--- src/rtl/pipe_seq_ctrl.sv ---
// Per-stage enable sequencer for the 16-bit core with a memory-ready timeout, halt and retire counter.
// Build option SKIP_MEM_EN: non-memory instructions go from ALU straight to WB, bypassing MEM.
//
// state   | meaning
// IDLE    | waiting for I_run
// FETCH   | instruction fetch, waits on I_mem_ready
// DECODE  | instruction decode
// REGREAD | register-file read
// ALU     | execute
// MEM     | data access, waits on I_mem_ready
// WB      | writeback, retires the instruction
// HALT    | terminal, left only through reset
module pipe_seq_ctrl #(
   parameter int unsigned WAIT_MAX = 15,
   parameter int unsigned CNT_W    = 16
) (
   input  logic             I_clk,
   input  logic             I_rst_n,
   input  logic             I_run,
   input  logic             I_mem_ready,
   input  logic             I_memop,
   input  logic             I_halt,
   output logic             o_en_fetch,
   output logic             o_en_dec,
   output logic             o_en_rf,
   output logic             o_en_alu,
   output logic             o_en_mem,
   output logic             o_en_wb,
   output logic             o_pc_inc,
   output logic [2:0]       o_state,
   output logic             o_halted,
   output logic             o_fault,
   output logic [CNT_W-1:0] o_icount
);

   localparam logic [2:0] S_IDLE    = 3'd0;
   localparam logic [2:0] S_FETCH   = 3'd1;
   localparam logic [2:0] S_DECODE  = 3'd2;
   localparam logic [2:0] S_REGREAD = 3'd3;
   localparam logic [2:0] S_ALU     = 3'd4;
   localparam logic [2:0] S_MEM     = 3'd5;
   localparam logic [2:0] S_WB      = 3'd6;
   localparam logic [2:0] S_HALT    = 3'd7;

   localparam logic [7:0] WAIT_LIM = 8'(WAIT_MAX);

   logic [2:0]       state_q, state_d;
   logic [7:0]       wait_q, wait_d;
   logic             fault_q, fault_d;
   logic [CNT_W-1:0] icount_q, icount_d;

`ifndef SKIP_MEM_EN
   logic memop_unused;
   assign memop_unused = I_memop;
`endif

   always_comb begin
      state_d  = state_q;
      wait_d   = wait_q;
      fault_d  = fault_q;
      icount_d = icount_q;
      case (state_q)
         S_IDLE: begin
            if (I_run) begin
               state_d = S_FETCH;
               wait_d  = 8'd0;
            end
         end
         S_FETCH, S_MEM: begin
            // wait_q equals the number of cycles already spent waiting in this state
            if (I_mem_ready) begin
               state_d = (state_q == S_FETCH) ? S_DECODE : S_WB;
            end else if (wait_q == WAIT_LIM) begin
               state_d = S_HALT;
               fault_d = 1'b1;
            end else begin
               wait_d = wait_q + 8'd1;
            end
         end
         S_DECODE:  state_d = S_REGREAD;
         S_REGREAD: state_d = S_ALU;
         S_ALU: begin
`ifdef SKIP_MEM_EN
            if (I_memop) begin
               state_d = S_MEM;
               wait_d  = 8'd0;
            end else begin
               state_d = S_WB;
            end
`else
            state_d = S_MEM;
            wait_d  = 8'd0;
`endif
         end
         S_WB: begin
            icount_d = icount_q + 1'b1;
            if (I_halt) begin
               state_d = S_HALT;
            end else if (I_run) begin
               state_d = S_FETCH;
               wait_d  = 8'd0;
            end else begin
               state_d = S_IDLE;
            end
         end
         S_HALT:  state_d = S_HALT;
         default: state_d = S_IDLE;
      endcase
   end

   always_ff @(posedge I_clk or negedge I_rst_n) begin
      if (!I_rst_n) begin
         state_q  <= S_IDLE;
         wait_q   <= 8'd0;
         fault_q  <= 1'b0;
         icount_q <= '0;
      end else begin
         state_q  <= state_d;
         wait_q   <= wait_d;
         fault_q  <= fault_d;
         icount_q <= icount_d;
      end
   end

   assign o_en_fetch = (state_q == S_FETCH);
   assign o_en_dec   = (state_q == S_DECODE);
   assign o_en_rf    = (state_q == S_REGREAD);
   assign o_en_alu   = (state_q == S_ALU);
   assign o_en_mem   = (state_q == S_MEM);
   assign o_en_wb    = (state_q == S_WB);
   assign o_pc_inc   = (state_q == S_FETCH) && I_mem_ready;
   assign o_state    = state_q;
   assign o_halted   = (state_q == S_HALT);
   assign o_fault    = fault_q;
   assign o_icount   = icount_q;

endmodule

--- config.mk ---
export PLATFORM = sky130hd
export DESIGN_NAME = pipe_seq_ctrl
export DESIGN_NICKNAME = d
export VERILOG_FILES = /design/src/rtl/pipe_seq_ctrl.sv
export SDC_FILE = /design/constraint.sdc
export NUM_CORES = 1
export LEC_CHECK = 0
export BUFFER_PORTS_ARGS = -buffer_cell sky130_fd_sc_hd__buf_2
export CAP_MARGIN = 20
export CORE_MARGIN = 10
export CORE_UTILIZATION = 57
export CTS_CLUSTER_DIAMETER = 200
export CTS_CLUSTER_SIZE = 12
export DETAILED_ROUTE_END_ITERATION = 16
export PLACE_DENSITY = 0.92
export SLEW_MARGIN = 0
export SYNTH_ARGS = -nofsm -noshare
export SYNTH_HDL_FRONTEND = slang
export SYNTH_SLANG_ARGS = --single-unit
--- constraint.sdc ---
create_clock -name I_clk -period 2.2 [get_ports I_clk]
set_input_delay 0.44 -clock I_clk [delete_from_list [all_inputs] [get_ports I_clk]]
set_output_delay 0.44 -clock I_clk [all_outputs]
set_load 0.01 [all_outputs]
==> summary.txt <==
Clocking
  – Root buf cell: clkbuf_4
  – H-tree depth: 1
  – Clk_lat worst skew: 330 ps
  – CTS Buf Count: 3
  – CTS tree: yes
  – # clock sinks: 28
  – # Post-CTS Setup Buffers: 0
  – Cts hold-fix bufs: 0
  – Clock transition at path regs: 150 ps
  – Post-CTS Resized: 0
  – Clock tree buffer depth: 2

Pwr
  – Clk pwr share: 13.3%
  – Share of power burned in registers: 47.1%
  – Tot Pwr: 1580 uW
  – Net Sw Power: 632 uW
  – Worst VDD drop: 790 uV
  – Gate power share: 39.6%
  – P_leak: 0.000812 uW
  – PwrDens: 960 mW/mm2
  – P_int: 949 uW
  – Sw Ratio: 40.0%

Run
  – Max Cap Viol: 0

Synth
  – Syn_area_per_cell: 10.3 um2
  – Fraction of registers with async set/reset: 100%
  – YS warnings: 0
  – EDFF count, synth: 0
  – Synth top area cells: dfrtp_1 (48%), xnor2_1 (7.8%), nand4_1 (3.8%)
  – Yosys reg bits: 28
  – Ys flop type: dfrtp_1
  – Seq/Total Area, Yosys: 47.8%
  – Top cell type's share of synthesized area: 47.8%
  – Synth Instances: 142
  – Syn_nets: 150
  – Post-synth top area cell: dfrtp_1
  – Yosys cell types: 40
  – Synthesized area: 0.00147 mm2

Detailed routing
  – WL final: 3330 um
  – Routed Antenna Nets: 0
  – DR WL/cell: 16.7 um
  – Drt first pass iters: 4
  – Via density: 5.98
  – Via count: 1191
  – DR DRC count: 0
  – DR iter-0 viols: 85

STA
  – Normalized max-slew margin: 58.6%
  – Worst slew pin tran: 621 ps
  – Fmax: 517 MHz
  – Period utilisation layout: 88.0%
  – Period minus WS final: 1940 ps
  – Hold_ws: 102 ps
  – Clk_skew: 9.22 ps
  – Setup violators final: 0
  – Accumulated negative setup slack: 0 ps
  – RSZ-0062 raised after global routing: false
  – Final Max Tran Viols: 0
  – Final Hold Viols: 0

Worst setup path
  – RR Endpoint: o_icount[15]$_DFFE_PN0N_
  – CP bufs+invs: 1
  – Crit-path max FO: 13
  – Setup Crit Path Kind: reg2out
  – Slowest CP cell: dfrtp_1
  – Crit path launch: o_state[2]$_DFFE_PN0P_
  – CP startpoint kind: flip-flop
  – CP Cell Sequence: and3b_1 > buf_2
  – Worst setup path endpoint: o_en_wb
  – Cells on worst reg2reg path: 4
  – Family with the most delay on the worst path: flip-flops
  – RR Startpoint: o_state[2]$_DFFE_PN0P_
  – Worst Path Required: 1760 ps
  – R2r setup slk: 380 ps
  – Levels on crit path: 2
  – CP Capture Type: output pin
  – Largest stage delay on the critical path: 600 ps
  – CP arrival: 1500 ps

Status
  – Outcome: finished clean

GRT
  – Largest net degree at the start of global routing: 29
  – GRT overflow: 0
  – Number of global-route vias before repair: 1178
  – Total track usage: 13.3%
  – Global-route wire length before repair: 5640 um
  – Initial antenna violation count: 0

Floorplanning
  – CORE AREA: 0.00245 mm2
  – Die Area: 0.00500 mm2
  – Starting Density: 59.7%
  – Die width: 70.7 um
  – # rows: 18
  – Chip Height: 70.7 um
  – Top Ports: 34

Cells and area
  – Area grow syn2layout: 12.5%
  – Final nets: 179
  – Antenna Cells: 0
  – Non-Filler Instances: 199
  – Layout Utilization: 67.1%
  – Commonest non-fill, non-tap cell in the layout: buf_2
  – Share of layout cells above drive strength 1: 24.3%
  – Most frequent cells in the layout: buf_2 (32), dfrtp_1 (28), xnor2_1 (13), nand2_1 (11), nand4_1 (9)

Worst hold path
  – Hold WC Path Type: in2async

Place
  – DP Cell Count: 196
  – DP HPWL: 2460 um
  – Port Buffers: 32
  – Final Wtd Congestion: 0.820
-- final cells by class --
class,count,area [um2]
fillers,208,807
inverters,2,7.51
flip-flops and latches,28,701
repair buffers,34,175
well taps,30,37.5
multi-input cells,102,704
clock buffers,3,22.5
-- per-stage QoR --
step | setup WS, ps | area [um2]
after CTS | 263 | 1650
after global routing | 149 | 1650
after floorplan | 483 | 1470
after detailed placement | 394 | 1630
after global placement | 504 | 1630
final | 264 | 1650
-- power by group through the flow --
stage                     clock network, uW  logic (uW)  registers, uW
after detailed placement                  0         630            754
after CTS                               214         633            744
after global routing                    232         704            772
final                                   211         626            745
after floorplan                           0         445            720
after global placement                    0         607            741
-- worst reg2reg max path: stages, from the launching register on --
cell,delay (ps)
dfrtp_1,600
and3b_1,380
and4_1,390
nand4_1,160
xnor2_1,210
-- synth_stat cells, drive strengths merged (2+ instances only) --
cell type	instances
nand2b	2
a31oi	3
and4b	2
a211oi	2
nand2	11
buf	6
and2	5
a211o	2
and4	3
a21oi	5
or3	2
o31ai	2
nand3	4
and3	4
xnor2	13
nor2	5
nor3	3
clkbuf	4
dfrtp	28
and3b	2
ha	2
inv	2
nand4	9
o21ai	7
xor2	2
-- cells by family after synthesis --
group	after synthesis	synth area share, %
compound gates	27	13.4
xor+xnor	15	8.97
fa+ha+maj	2	1.71
buf+inv	12	4.10
flops	28	47.8
mux	1	0.769
simple gates	57	23.2
-- state kept, by name, summed over array words and instances, names as in the netlist --
signal    flops
o_fault       1
o_icount     16
o_state       3
wait_q        8
-- metal layers --
metal / share of wire (%) / up-vias / global-route usage [%] / wire, um
met5: 0 / - / 0 / 0
met4: 1.6 / 0 / 4.95 / 53
met3: 7.0 / 6 / 4.04 / 232
met2: 48 / 46 / 21.1 / 1610
met1: 43 / 566 / 16.6 / 1430
li1: - / 573 / - / -
-- how the worst min path moves through the flow --
stage,endpoint,depth (start not counted),from
floorplan,o_fault$_DFFE_PN0P_,0,I_rst_n
global placement,o_fault$_DFFE_PN0P_,2,o_fault$_DFFE_PN0P_
detailed placement,o_icount[14]$_DFFE_PN0N_,1,o_icount[14]$_DFFE_PN0N_
CTS,o_icount[6]$_DFFE_PN0N_,1,I_rst_n
global route,o_icount[8]$_DFFE_PN0N_,1,I_rst_n
finish,o_icount[6]$_DFFE_PN0N_,1,I_rst_n
No activity file was read; power rests on OpenSTA's default activity.
